**config.mk**
```make
export PLATFORM = sky130hd
export DESIGN_NAME = data_descramble
export DESIGN_NICKNAME = d
export VERILOG_FILES = /design/src/rtl/data_descramble.sv
export SDC_FILE = /design/constraint.sdc
export NUM_CORES = 1
export LEC_CHECK = 0
export CORE_MARGIN = 2
export CORE_UTILIZATION = 45
export DETAILED_ROUTE_END_ITERATION = 10
export HOLD_SLACK_MARGIN = 0.05
export PLACE_DENSITY = 0.75
export SETUP_SLACK_MARGIN = 0.3
export SLEW_MARGIN = 20
export SYNTH_ARGS = -nofsm -noshare
export SYNTH_HDL_FRONTEND = slang
export SYNTH_SLANG_ARGS = --single-unit
```
**constraint.sdc**
```tcl
create_clock -name sys_clk -period 2.3 [get_ports sys_clk]
set_input_delay 0.345 -clock sys_clk [delete_from_list [all_inputs] [get_ports sys_clk]]
set_output_delay 0.345 -clock sys_clk [all_outputs]
set_load 0.05 [all_outputs]
```
**src/rtl/data_descramble.sv**
```systemverilog
// data_descramble
//   Receive-side descrambler for the 802.11a bit path, s(x) = 1 + x^4 + x^7.
//   It recovers the 7-bit scrambler state from the first 7 SERVICE bits, which
//   are zero before scrambling. It then descrambles the rest of the frame one
//   bit per valid cycle. It also flags reserved SERVICE bits that descramble to 1.
//
// Ports
//   sys_clk          clock, all logic on posedge
//   sys_rstn         asynchronous active-low reset
//   descram_start    frame start pulse; loads descram_len and clears frame state
//   descram_len      total frame bits including SERVICE, sampled on descram_start
//   descram_din      scrambled input bit
//   descram_valid_i  descram_din qualifier
//   descram_dout     descrambled bit (registered)
//   descram_valid_o  descram_dout qualifier (registered)
//   descram_seed     recovered scrambler state, bit6 = first received bit
//   seed_valid       1-cycle pulse when descram_seed is updated
//   svc_err          sticky per frame: a reserved SERVICE bit descrambled to 1
//   descram_done     1-cycle pulse with the last output bit of the frame
//   dbg_state        current FSM state (IDLE=0, SEED=1, RUN=2)
//
// Stream semantics: valid-only, with no backpressure. A bit is transferred on
// every rising edge where descram_valid_i is 1. The block may not be idle and
// descram_start may not be high, or the bit is dropped. Each transferred bit
// produces exactly one descram_valid_o cycle on the following edge.
module data_descramble #(
  parameter int LEN_W    = 16,
  parameter int SVC_BITS = 16
) (
  input  logic             sys_clk,
  input  logic             sys_rstn,
  input  logic             descram_start,
  input  logic [LEN_W-1:0] descram_len,
  input  logic             descram_din,
  input  logic             descram_valid_i,
  output logic             descram_dout,
  output logic             descram_valid_o,
  output logic [6:0]       descram_seed,
  output logic             seed_valid,
  output logic             svc_err,
  output logic             descram_done,
  output logic [1:0]       dbg_state
);

  typedef enum logic [1:0] {
    IDLE = 2'd0,
    SEED = 2'd1,
    RUN  = 2'd2
  } state_t;

  state_t           state_q, state_d;
  logic [6:0]       sreg_q;
  logic [LEN_W-1:0] cnt_q;
  logic [LEN_W-1:0] rem_q;

  logic accept;
  logic last_bit;
  logic seed_bit;
  logic fb;
  logic plain;
  logic in_reserved;

  assign fb          = sreg_q[6] ^ sreg_q[3];
  assign plain       = descram_din ^ fb;
  assign last_bit    = (cnt_q == rem_q - LEN_W'(1));
  assign seed_bit    = (cnt_q == LEN_W'(6));
  assign in_reserved = (cnt_q >= LEN_W'(7)) && (cnt_q < LEN_W'(SVC_BITS));
  assign dbg_state   = state_q;

  // Next state. Start wins over everything, including an in-flight frame.
  always_comb begin
    state_d = state_q;
    accept  = 1'b0;
    if (descram_start) begin
      state_d = (descram_len == '0) ? IDLE : SEED;
    end else begin
      case (state_q)
        SEED: begin
          if (descram_valid_i) begin
            accept = 1'b1;
            // A frame of 7 bits or fewer ends here without entering RUN.
            if (last_bit)      state_d = IDLE;
            else if (seed_bit) state_d = RUN;
          end
        end
        RUN: begin
          if (descram_valid_i) begin
            accept = 1'b1;
            if (last_bit) state_d = IDLE;
          end
        end
        default: state_d = state_q;
      endcase
    end
  end

  always_ff @(posedge sys_clk or negedge sys_rstn) begin
    if (!sys_rstn) begin
      state_q         <= IDLE;
      sreg_q          <= '0;
      cnt_q           <= '0;
      rem_q           <= '0;
      descram_dout    <= 1'b0;
      descram_valid_o <= 1'b0;
      descram_seed    <= '0;
      seed_valid      <= 1'b0;
      svc_err         <= 1'b0;
      descram_done    <= 1'b0;
    end else begin
      state_q         <= state_d;
      descram_valid_o <= 1'b0;
      seed_valid      <= 1'b0;
      descram_done    <= 1'b0;
      if (descram_start) begin
        cnt_q        <= '0;
        rem_q        <= descram_len;
        sreg_q       <= '0;
        svc_err      <= 1'b0;
        descram_seed <= '0;
        descram_dout <= 1'b0;
        // A zero-length frame completes immediately with no data.
        descram_done <= (descram_len == '0);
      end else if (accept) begin
        cnt_q           <= cnt_q + LEN_W'(1);
        descram_valid_o <= 1'b1;
        descram_done    <= last_bit;
        if (state_q == SEED) begin
          // The plain SERVICE bits here are zero, so the received bit is the
          // scrambler sequence itself. Shifting it in rebuilds the state.
          sreg_q       <= {sreg_q[5:0], descram_din};
          descram_dout <= 1'b0;
          if (seed_bit) begin
            descram_seed <= {sreg_q[5:0], descram_din};
            seed_valid   <= 1'b1;
          end
        end else begin
          sreg_q       <= {sreg_q[5:0], fb};
          descram_dout <= plain;
          if (in_reserved && plain) svc_err <= 1'b1;
        end
      end
    end
  end

endmodule
```
==> out/qor.txt <==
CTS Hold Buffers Added = 0
Status = finished, violations left
Combinational power share = 0.190
Synthesis Warnings = 0
Setup tns final = -851 ps
Clock-pin slew on the worst setup and hold paths = 110 ps
Vias in the first global route = 2484
CORE AREA = 6420 sq um
Ys flop type = dfrtp_1
Leading post-synthesis cells by cell area = dfrtp_1, xor2_1, mux2_2, nand2_1, nor2_1
Sink Count = 53
I/O Buffers = 34
Initial Utilization = 0.472
Via count = 2618
Final hold vios = 0
Post-synthesis cell area = 3030 sq um
Clk network pwr share = 0.296
DRT iter0 DRCs = 263
Most common cell in the netlist = dfrtp_1
Crit-path slowest cell = or4_4
Pre-antenna DRT Iters = 4
Slew HR = 0.454
Area Overhead vs Synth = 27.4%
Net Sw Power = 0.562 mW
Switching part of the total = 0.291
PnR worst setup slack = -292 ps
Leading area contributor after synthesis = dfrtp_1
Post-synth ARST share = 1.00
Pre-CTS setup slack = -312 ps
CP Capture Type = register
FP Rows = 29
Clock root buffer = clkbuf_8
Clk Latency, worst-skew pair = 320 ps
Die Wd = 86.1 um
Die ar. = 7410 sq um
FMAX = 0.386 GHz
Clk_skew = 8.76 ps
Critical path, cell by cell = or4_4 -> or3_4 -> or4_4 -> a221oi_4 -> nand4_1 -> o31ai_2
Layout Utilization = 0.602
Number of CTS-inserted buffers = 5
Max-slew violation count = 0
CP bufs+invs = 0
Worst path max stage delay = 550 ps
Total Routing Usage GR = 0.203
DRC = 0
PwrDens = 499 nW/um^2
ANT nets after route = 0
Synthesized area per cell = 9.62 sq um
Final WL = 7210 um
WP data required = 2540 ps
Startpoint Class = register
R2r setup slk = -290 ps
Tmin final = 2590 ps
Flop pwr share = 0.514
Flop and latch count out of synthesis = 53
Worst path most repeated cell = or4_4
Capturing point of the worst reg2reg path = descram_done$_DFF_PN0_
Register area share after synthesis = 0.437
Final period utilization = 1.13
Clock Path Buffers = 2
Total Power = 1.93 mW
Number of synthesized flops with an enable pin = 0
Layout cell share with drive strength beyond 1 = 0.218
I/O pin count = 35
Via-to-Cell Ratio = 5.65
Post-Syn Instances = 315
Slew @ Worst Pin = 819 ps
Setup CP Type = register to register
Static Leakage = 1.66 nW
Final HPWL DP = 5250 um
Die Span Y = 86.1 um
DP Area = 3690 sq um
Wire length per cell = 15.6 um
Area fraction of the dominant cell type after synthesis = 0.437
Largest delay share family, worst path = simple AND/OR/NAND/NOR gates
First-pass GRT wire length = 11900 um
Synth cell types = 48
Setup Viol. Count Final = 3
CTS tree = yes
Arr. time, crit path = 2830 ps
Ant. Diodes = 0
Final Cell Area = 3860 sq um
Synth cell count leaders = dfrtp_1, nand2_1, nor2_1, xor2_1, mux2_2
Internal power = 1.37 mW
Max_cap viols = 0
Worst r2r src = rem_q[6]$_DFFE_PN0P_
Worst-path fanout max = 3
GR Overflow Total = 0
Htree depth = 2
Hold Crit Class = primary input to async pin
Layout Nets = 411
Largest net degree at the start of global routing = 57
RSZ-0062 raised after global routing = yes
R2R depth = 6
Antenna violations before repair = 0
VDD IR max = 417 uV
Failing checks = setup timing
Post-synth net total = 341
GPL Wtd Cong = 0.914
==> cell usage in the layout (no fill, tap or decap), types with 6 or more instances in the layout <==
cell type        Yosys  final
dfrtp_1             53     51
buf_4                3     42
nand2_1             36     36
nor2_1              34     34
clkdlybuf4s50_1      0     32
xor2_1              22     22
mux2_2              14     14
xnor2_1             13     13
nor4_1              11     11
o21ai_0             10     10
a21oi_1             11     10
inv_1                8      8
nand3_1              8      8
nand4_1              8      8
mux2i_1              7      6
==> power by group through the flow <==
stage / registers [mW] / clock network (mW) / logic, mW
after floorplan: 1.02 / 0 / 0.180
after global placement: 1.01 / 0 / 0.343
after detailed placement: 1.01 / 0 / 0.352
after CTS: 0.990 / 0.586 / 0.360
after global routing: 0.996 / 0.625 / 0.398
final: 0.991 / 0.571 / 0.365
==> state kept, by name, indices dropped and copies added (netlist names) <==
signal	flops
svc_err	1
sreg_q	7
descram_done	1
rem_q	16
cnt_q	16
dbg_state	2
seed_valid	1
descram_seed	7
descram_dout	1
descram_valid_o	1
==> logic make-up after synthesis <==
kind of cell | count (synthesis) | share of synthesized area
AND/OR/NAND/NOR | 136 | 0.237
flip-flops | 53 | 0.437
AO/OA/AOI/OAI | 42 | 0.0937
XOR/XNOR | 35 | 0.101
buffers and inverters | 23 | 0.0347
multiplexers | 21 | 0.0751
adder cells (fa/ha/maj) | 5 | 0.0206
==> worst max path at each step <==
| stage | startpoint | to | slack, ps | cells past startpoint |
|---|---|---|---|---|
| detailed placement | rem_q[6]$_DFFE_PN0P_ | descram_done$_DFF_PN0_ | -310 | 6 |
| finish | rem_q[6]$_DFFE_PN0P_ | descram_done$_DFF_PN0_ | -290 | 6 |
| CTS | rem_q[6]$_DFFE_PN0P_ | descram_done$_DFF_PN0_ | -290 | 6 |
| floorplan | rem_q[4]$_DFFE_PN0P_ | descram_done$_DFF_PN0_ | -210 | 6 |
| global route | rem_q[6]$_DFFE_PN0P_ | dbg_state[1]$_DFFE_PN0P_ | -350 | 6 |
| global placement | rem_q[6]$_DFFE_PN0P_ | descram_done$_DFF_PN0_ | -270 | 6 |
==> per-layer routing <==
layer / share of wire / global-route usage / routed length (um) / up-vias
li1: - / - / - / 1266
met1: 0.44 / 0.278 / 3200 / 1282
met2: 0.49 / 0.332 / 3560 / 61
met3: 0.048 / 0.0318 / 349 / 9
met4: 0.014 / 0.0592 / 102 / 0
met5: 0 / 0 / 0 / -
==> area by class of cell <==
cell class              instances  area [sq um]
clock buffers                   5          68.8
flip-flops and latches         53          1330
multi-input cells             239          1630
fillers                       536          2560
well taps                      77          96.3
clock inverters                 3          28.8
inverters                       8          30.0
repair buffers                 78           677
==> repair_timing <==
item                                   CTS  global route
setup buffers                            2             2
pin swaps                                3             2
resized for setup                        2             4
endpoints found under the hold margin    0             0
cloned                                   0             0
setup endpoints to repair                6            10
==> through the flow <==
stage | hold WS (ps) | cells
global placement | 475 | 451
floorplan | 49.4 | 315
global route | 161 | 463
finish | 102 | 463
CTS | 122 | 461
detailed placement | 482 | 451
==> worst register-to-register path: stages (launching register included) <==
cell and delay, ps:
dfrtp_1 390, or4_4 550, or3_4 390, or4_4 530, a221oi_4 330, nand4_1 140
o31ai_2 200
(Power assumes the default switching activity.)
